[src/rtl/counter_pkg.sv]
// Shared definitions for the counter display path: mode encodings, one-hot
// key-select codes and BCD limits used by counter_mode_ctrl and bcd_decade.
package counter_pkg;

    localparam int unsigned SEL_W   = 4;
    localparam int unsigned MODE_W  = 2;
    localparam int unsigned PRESC_W = 26;
    localparam int unsigned DIGIT_W = 4;

    typedef enum logic [MODE_W-1:0] {
        MODE_HOLD = 2'b00,
        MODE_UP   = 2'b01,
        MODE_DOWN = 2'b10
    } mode_e;

    localparam logic [SEL_W-1:0] SEL_UP    = 4'b0001;
    localparam logic [SEL_W-1:0] SEL_DOWN  = 4'b0010;
    localparam logic [SEL_W-1:0] SEL_PAUSE = 4'b0100;
    localparam logic [SEL_W-1:0] SEL_CLEAR = 4'b1000;

    localparam logic [DIGIT_W-1:0] BCD_MAX = 4'd9;

endpackage

[src/rtl/bcd_decade.sv]
// One BCD decade (0..9) of the display counter.
// Ports:
//   sys_clk, sys_rst : clock, asynchronous active-high reset
//   en               : advance this decade on the next edge
//   up               : direction, 1 = increment, 0 = decrement
//   clr              : synchronous clear to 0 (wins over en)
//   digit            : current decade value
//   carry_out        : carry (up and digit==9) or borrow (down and digit==0)
module bcd_decade
    import counter_pkg::*;
(
    input  logic               sys_clk,
    input  logic               sys_rst,
    input  logic               en,
    input  logic               up,
    input  logic               clr,
    output logic [DIGIT_W-1:0] digit,
    output logic               carry_out
);

    // Carry/borrow is combinational so the enable chain resolves in one cycle.
    assign carry_out = up ? (digit == BCD_MAX) : (digit == '0);

    // Decade register, always kept within 0..9.
    always_ff @(posedge sys_clk or posedge sys_rst) begin
        if (sys_rst) begin
            digit <= '0;
        end else if (clr) begin
            digit <= '0;
        end else if (en) begin
            if (up) begin
                digit <= (digit == BCD_MAX) ? '0 : digit + DIGIT_W'(1);
            end else begin
                digit <= (digit == '0) ? BCD_MAX : digit - DIGIT_W'(1);
            end
        end
    end

endmodule

[src/rtl/counter_mode_ctrl.sv]
// Counter command decoder and prescaled BCD up/down counter.
// Consumes the one-hot key_select from key control, turns changes on it into
// up / down / pause / clear commands and drives a DIGITS-decade BCD counter
// that steps once every CNT_MAX+1 clocks.
// Build option: define COUNTER_SATURATE_EN to saturate at all-9s / all-0s
// instead of wrapping (wrap then flags the limit hit).
// Ports:
//   sys_clk, sys_rst : clock, asynchronous active-high reset
//   key_select       : one-hot command select (0000 = none)
//   cnt_bcd          : BCD count, digit 0 in bits [3:0]
//   mode             : 00 HOLD, 01 UP, 10 DOWN
//   step             : one-cycle pulse per count step
//   wrap             : one-cycle pulse on wrap (or limit hit when saturating)
//   sel_err          : one-cycle pulse when key_select changes to a bad code
module counter_mode_ctrl
    import counter_pkg::*;
#(
    parameter logic [PRESC_W-1:0] CNT_MAX = 26'd49_999_999,
    parameter int unsigned        DIGITS  = 4
) (
    input  logic                        sys_clk,
    input  logic                        sys_rst,
    input  logic [SEL_W-1:0]            key_select,
    output logic [DIGIT_W*DIGITS-1:0]   cnt_bcd,
    output logic [MODE_W-1:0]           mode,
    output logic                        step,
    output logic                        wrap,
    output logic                        sel_err
);

    mode_e               mode_q;
    mode_e               mode_d;
    logic [SEL_W-1:0]    sel_q;
    logic [PRESC_W-1:0]  presc_q;
    logic [PRESC_W-1:0]  presc_d;
    logic                cmd_c;
    logic                cnt_up_c;
    logic                cnt_en_c;
    logic                cnt_clr_c;
    logic                limit_c;
    logic                step_d;
    logic                wrap_d;
    logic                sel_err_d;
    logic [DIGITS-1:0]   dec_en;
    logic [DIGITS-1:0]   dec_carry;

    // A command is a change of key_select to a non-zero value; steady input never re-triggers.
    assign cmd_c    = (key_select != sel_q) && (key_select != '0);
    assign cnt_up_c = (mode_q == MODE_UP);
    // Every decade carrying/borrowing means the count sits at all-9s (up) or all-0s (down).
    assign limit_c  = &dec_carry;
    assign mode     = mode_q;

    // Mode state register.
    always_ff @(posedge sys_clk or posedge sys_rst) begin
        if (sys_rst) begin
            mode_q <= MODE_HOLD;
        end else begin
            mode_q <= mode_d;
        end
    end

    // Mode next-state; invalid codes leave the mode untouched.
    always_comb begin
        mode_d = mode_q;
        if (cmd_c) begin
            case (key_select)
                SEL_UP:               mode_d = MODE_UP;
                SEL_DOWN:             mode_d = MODE_DOWN;
                SEL_PAUSE, SEL_CLEAR: mode_d = MODE_HOLD;
                default:              mode_d = mode_q;
            endcase
        end
    end

    // Prescaler, counter control and pulse outputs; a command cycle never steps.
    always_comb begin
        presc_d   = presc_q;
        cnt_en_c  = 1'b0;
        cnt_clr_c = 1'b0;
        step_d    = 1'b0;
        wrap_d    = 1'b0;
        sel_err_d = 1'b0;
        if (cmd_c) begin
            case (key_select)
                SEL_UP:    if (mode_q == MODE_DOWN) presc_d = '0;
                SEL_DOWN:  if (mode_q == MODE_UP)   presc_d = '0;
                SEL_PAUSE: presc_d = presc_q;
                SEL_CLEAR: begin
                    presc_d   = '0;
                    cnt_clr_c = 1'b1;
                end
                default:   sel_err_d = 1'b1;
            endcase
        end else if (mode_q != MODE_HOLD) begin
            if (presc_q == CNT_MAX) begin
                presc_d = '0;
                step_d  = 1'b1;
                wrap_d  = limit_c;
`ifdef COUNTER_SATURATE_EN
                cnt_en_c = !limit_c;
`else
                cnt_en_c = 1'b1;
`endif
            end else begin
                presc_d = presc_q + PRESC_W'(1);
            end
        end
    end

    // Datapath and output registers.
    always_ff @(posedge sys_clk or posedge sys_rst) begin
        if (sys_rst) begin
            sel_q   <= '0;
            presc_q <= '0;
            step    <= 1'b0;
            wrap    <= 1'b0;
            sel_err <= 1'b0;
        end else begin
            sel_q   <= key_select;
            presc_q <= presc_d;
            step    <= step_d;
            wrap    <= wrap_d;
            sel_err <= sel_err_d;
        end
    end

    // Decade chain: decade i advances when the step is enabled and all lower decades carry.
    for (genvar i = 0; i < DIGITS; i++) begin : g_dec
        if (i == 0) begin : g_first
            assign dec_en[i] = cnt_en_c;
        end else begin : g_next
            assign dec_en[i] = cnt_en_c & (&dec_carry[i-1:0]);
        end

        bcd_decade u_decade (
            .sys_clk   (sys_clk),
            .sys_rst   (sys_rst),
            .en        (dec_en[i]),
            .up        (cnt_up_c),
            .clr       (cnt_clr_c),
            .digit     (cnt_bcd[DIGIT_W*i +: DIGIT_W]),
            .carry_out (dec_carry[i])
        );
    end

endmodule

[config.mk]
export PLATFORM = sky130hd
export DESIGN_NAME = counter_mode_ctrl
export DESIGN_NICKNAME = d
export VERILOG_FILES = /design/src/rtl/counter_pkg.sv /design/src/rtl/bcd_decade.sv /design/src/rtl/counter_mode_ctrl.sv
export SDC_FILE = /design/constraint.sdc
export NUM_CORES = 1
export LEC_CHECK = 0
export BUFFER_PORTS_ARGS = -buffer_cell sky130_fd_sc_hd__buf_2
export CAP_MARGIN = 20
export CORE_ASPECT_RATIO = 1.4
export CORE_MARGIN = 2
export CORE_UTILIZATION = 30
export DETAILED_ROUTE_END_ITERATION = 10
export SYNTH_ARGS = -nofsm -noshare
export SYNTH_HDL_FRONTEND = slang
export SYNTH_SLANG_ARGS = --single-unit
[constraint.sdc]
create_clock -name sys_clk -period 2.4 [get_ports sys_clk]
set_input_delay 0.48 -clock sys_clk [delete_from_list [all_inputs] [get_ports sys_clk]]
set_output_delay 0.48 -clock sys_clk [all_outputs]
set_load 0.02 [all_outputs]
==> run summary <==
CP peak stage delay - 0.58 ns
net count after synthesis - 441
Slowest cell on crit path - or4_1
Cells after Synth - 434
final slew viol count - 0
Routed WL - 9420 um
CP arrival - 2.51 ns
RePlAce Congestion - 0.858
# Max-Cap Violations - 0
row count - 47
post-synthesis sequential area ratio - 35.0%
final hold vios - 0
maximum vdd drop - 0.261 mV
worst hold path class - in -> async
FF+latch area - 1280 um^2
TritonCTS Buffers - 5
worst r2r dst - g_dec[2].u_decade.digit[1]$_DFFE_PP0P_
# IOs - 27
Syn Area/Cell - 8.41 um^2
Multi-input gate area - 2160 um^2
Tmin final - 2.34 ns
setup TNS - 0 ns
first-pass GRT wire length - 16200 um
die height - 135 um
number of synthesized register bits - 51
Avg WL per Cell - 15.7 um
fraction of registers with async set/reset - 100%
commonest non-fill, non-tap cell in the layout - dfrtp_1
global route overflow - 0
largest net degree at the start of global routing - 52
Syn Std Cell Area - 3650 um^2
Avg Vias per Cell - 5.65
CTS tree - done
Power Dens Cells - 540 nW/um^2
Final Cycle Share - 97.7%
leading cell types in the layout, fill and taps excluded - dfrtp_1 (51), nand3_1 (38), a21oi_1 (32), buf_4 (32), buf_2 (26)
diode count - 0
Die W - 97.2 um
Initial Util - 30.7%
nets@finish - 460
Cell Chain, Critical Path - or4_1 -> nor4_4 -> o2111ai_4 -> buf_6 -> o41ai_2 -> a21oi_1
Post-synth top flop - dfrtp_1
worst slew pin tran - 0.969 ns
Synth warnings - 0
Place WS - -0.102 ns
Clock Skew - 0.00388 ns
setup ws final - 0.0554 ns
outcome - finished clean
core region area - 11900 um^2
Post-synth EDFFs - 0
critical path class - reg -> reg
Post-route DRC - 0
Data required, critical path - 2.56 ns
vias in the first global route - 3259
clk_lat worst skew - 0.29 ns
share of cells above drive strength 1 - 17.9%
R2R depth - 6
startpoint types - flip-flop
reg-to-reg slack, setup - 0.06 ns
H-tree depth - 2
CP max FO - 16
worst r2r src - presc_q[24]$_DFFE_PP0P_
Root Driver - clkbuf_16
leakage - 1.76 nW
RSZ-0062 raised after global routing - yes
Total GRT Usage - 14.7%
Slew HR - 35.4%
Netlist cell types - 62
final setup violating endpoints - 0
Max Fclk - 0.427 GHz
DR vias - 3389
TritonRoute pass-1 iters - 4
Die Area - 13100 um^2
Detail Placement HPWL - 6570 um
Clock Path Buffers - 2
antenna violations before repair - 0
Num Clock Sinks - 51
CTS Hold Bufs - 0
CP endpoint kind - flip-flop
number of I/O port buffers - 26
Area Growth Syn to Fin - 15.3%
# fillers - 1218
final hold slack - 0.363 ns
Worst-path clk slew - 0.06 ns
Detail Route Antenna Nets - 0
initial DRC count - 250
-- what timing repair did --
item,CTS,global route
setup buffers,0,1
resized for setup,0,5
setup endpoints to repair,3,5
pin swaps,1,0
-- flip-flops by register name, indices dropped and copies added (netlist names) --
name and cells:
sel_q 4, mode 2, g_dec.u_decade.digit 16, sel_err 1
step 1, wrap 1, presc_q 26
-- Yosys cell counts, types with 2 or more instances --
master / n / share of area (%)
a2111oi_0: 2 / 0.48
a211o_1: 3 / 0.72
a211oi_1: 9 / 1.9
a21boi_0: 3 / 0.62
a21oi_1: 32 / 4.4
a22o_1: 2 / 0.48
a22oi_1: 2 / 0.41
a311o_1: 2 / 0.55
a311oi_1: 3 / 0.72
a31oi_1: 4 / 0.69
a32o_1: 2 / 0.55
and2_1: 6 / 1.0
and3_1: 7 / 1.2
and4_1: 4 / 0.96
buf_1: 7 / 0.72
buf_2: 7 / 0.96
buf_4: 2 / 0.41
clkbuf_1: 32 / 3.3
dfrtp_1: 51 / 35
inv_1: 9 / 0.93
mux2_2: 2 / 0.62
mux2i_1: 23 / 6.3
nand2_1: 18 / 1.9
nand2b_1: 10 / 1.7
nand3_1: 38 / 5.2
nand4_1: 15 / 2.6
nor2_1: 20 / 2.1
nor2b_1: 3 / 0.51
nor3_1: 11 / 1.5
nor4_1: 7 / 1.2
nor4b_1: 3 / 0.72
o2111ai_1: 2 / 0.48
o21ai_0: 17 / 2.3
o21ai_1: 6 / 0.82
o2bb2ai_1: 2 / 0.48
o31ai_1: 2 / 0.41
o41ai_1: 3 / 0.72
or2_2: 3 / 0.51
or3_1: 23 / 3.9
or4_1: 4 / 0.82
xnor2_1: 7 / 1.7
xor2_1: 6 / 1.4
-- kinds of logic after synthesis --
logic type                 Yosys count  synth area share [%]
and+or+nand+nor                    177                  27.4
xor gates and xnor gates            13                  3.12
adders and majority gates            1                 0.343
muxes                               25                  6.92
buffers and inverters               58                  6.41
AOI/OAI and AO/OA                  109                  20.8
DFF                                 51                  35.0
-- worst max-delay path by stage --
stage | from | endpoint | cells after the start
global placement | presc_q[24]$_DFFE_PP0P_ | g_dec[2].u_decade.digit[1]$_DFFE_PP0P_ | 6
CTS | presc_q[24]$_DFFE_PP0P_ | g_dec[2].u_decade.digit[1]$_DFFE_PP0P_ | 6
floorplan | key_select[0] | g_dec[2].u_decade.digit[1]$_DFFE_PP0P_ | 7
detailed placement | key_select[0] | presc_q[5]$_DFFE_PP0P_ | 7
global route | presc_q[24]$_DFFE_PP0P_ | g_dec[2].u_decade.digit[1]$_DFFE_PP0P_ | 6
finish | presc_q[24]$_DFFE_PP0P_ | g_dec[2].u_decade.digit[1]$_DFFE_PP0P_ | 6
-- critical path, delay by kind of cell, from the launching register on --
| kind | cells | cell delay [ns] |
|---|---|---|
| flops | 1 | 0.38 |
| compound gates | 3 | 0.75 |
| buf+inv | 1 | 0.22 |
| simple gates | 2 | 0.85 |
-- where the power goes --
part	leakage, nW	switching (W)	internal (W)
combinational	0.997	0.000373	0.000218
sequential	0.690	0.0000567	0.000905
clock	0.0727	0.000311	0.000408
-- metal layers --
layer | track usage [%] | wire (um) | vias up
met1 | 18.1 | 3980 | 1675
met2 | 26.3 | 5020 | 48
met4 | 5.09 | 134 | 0
met3 | 2.17 | 282 | 11
met5 | 0 | 0 | -
li1 | - | - | 1655
-- per-stage QoR --
| step | utilization (%) | total power (W) | instance area, um^2 | std cells |
|---|---|---|---|---|
| 2_1_floorplan | - | 0.00138 | 3650 | 434 |
| 3_3_place_gp | 34.0 | 0.00155 | 4030 | 592 |
| 3_5_place_dp | 34.0 | 0.00157 | 4030 | 592 |
| 4_1_cts | 35.2 | 0.00230 | 4180 | 599 |
| 5_1_grt | 35.4 | 0.00241 | 4210 | 600 |
| 6_report | 35.4 | 0.00227 | 4210 | 600 |
-- cell type report --
type | instances | area share (%)
well taps | 147 | 4.37
multi-input cells | 325 | 51.4
clock inverters | 1 | 0.119
clock buffers | 6 | 3.30
inverters | 10 | 0.952
repair buffers | 60 | 9.55
flip-flops and latches | 51 | 30.3
Note: power is estimated with default switching activity, not from simulation.
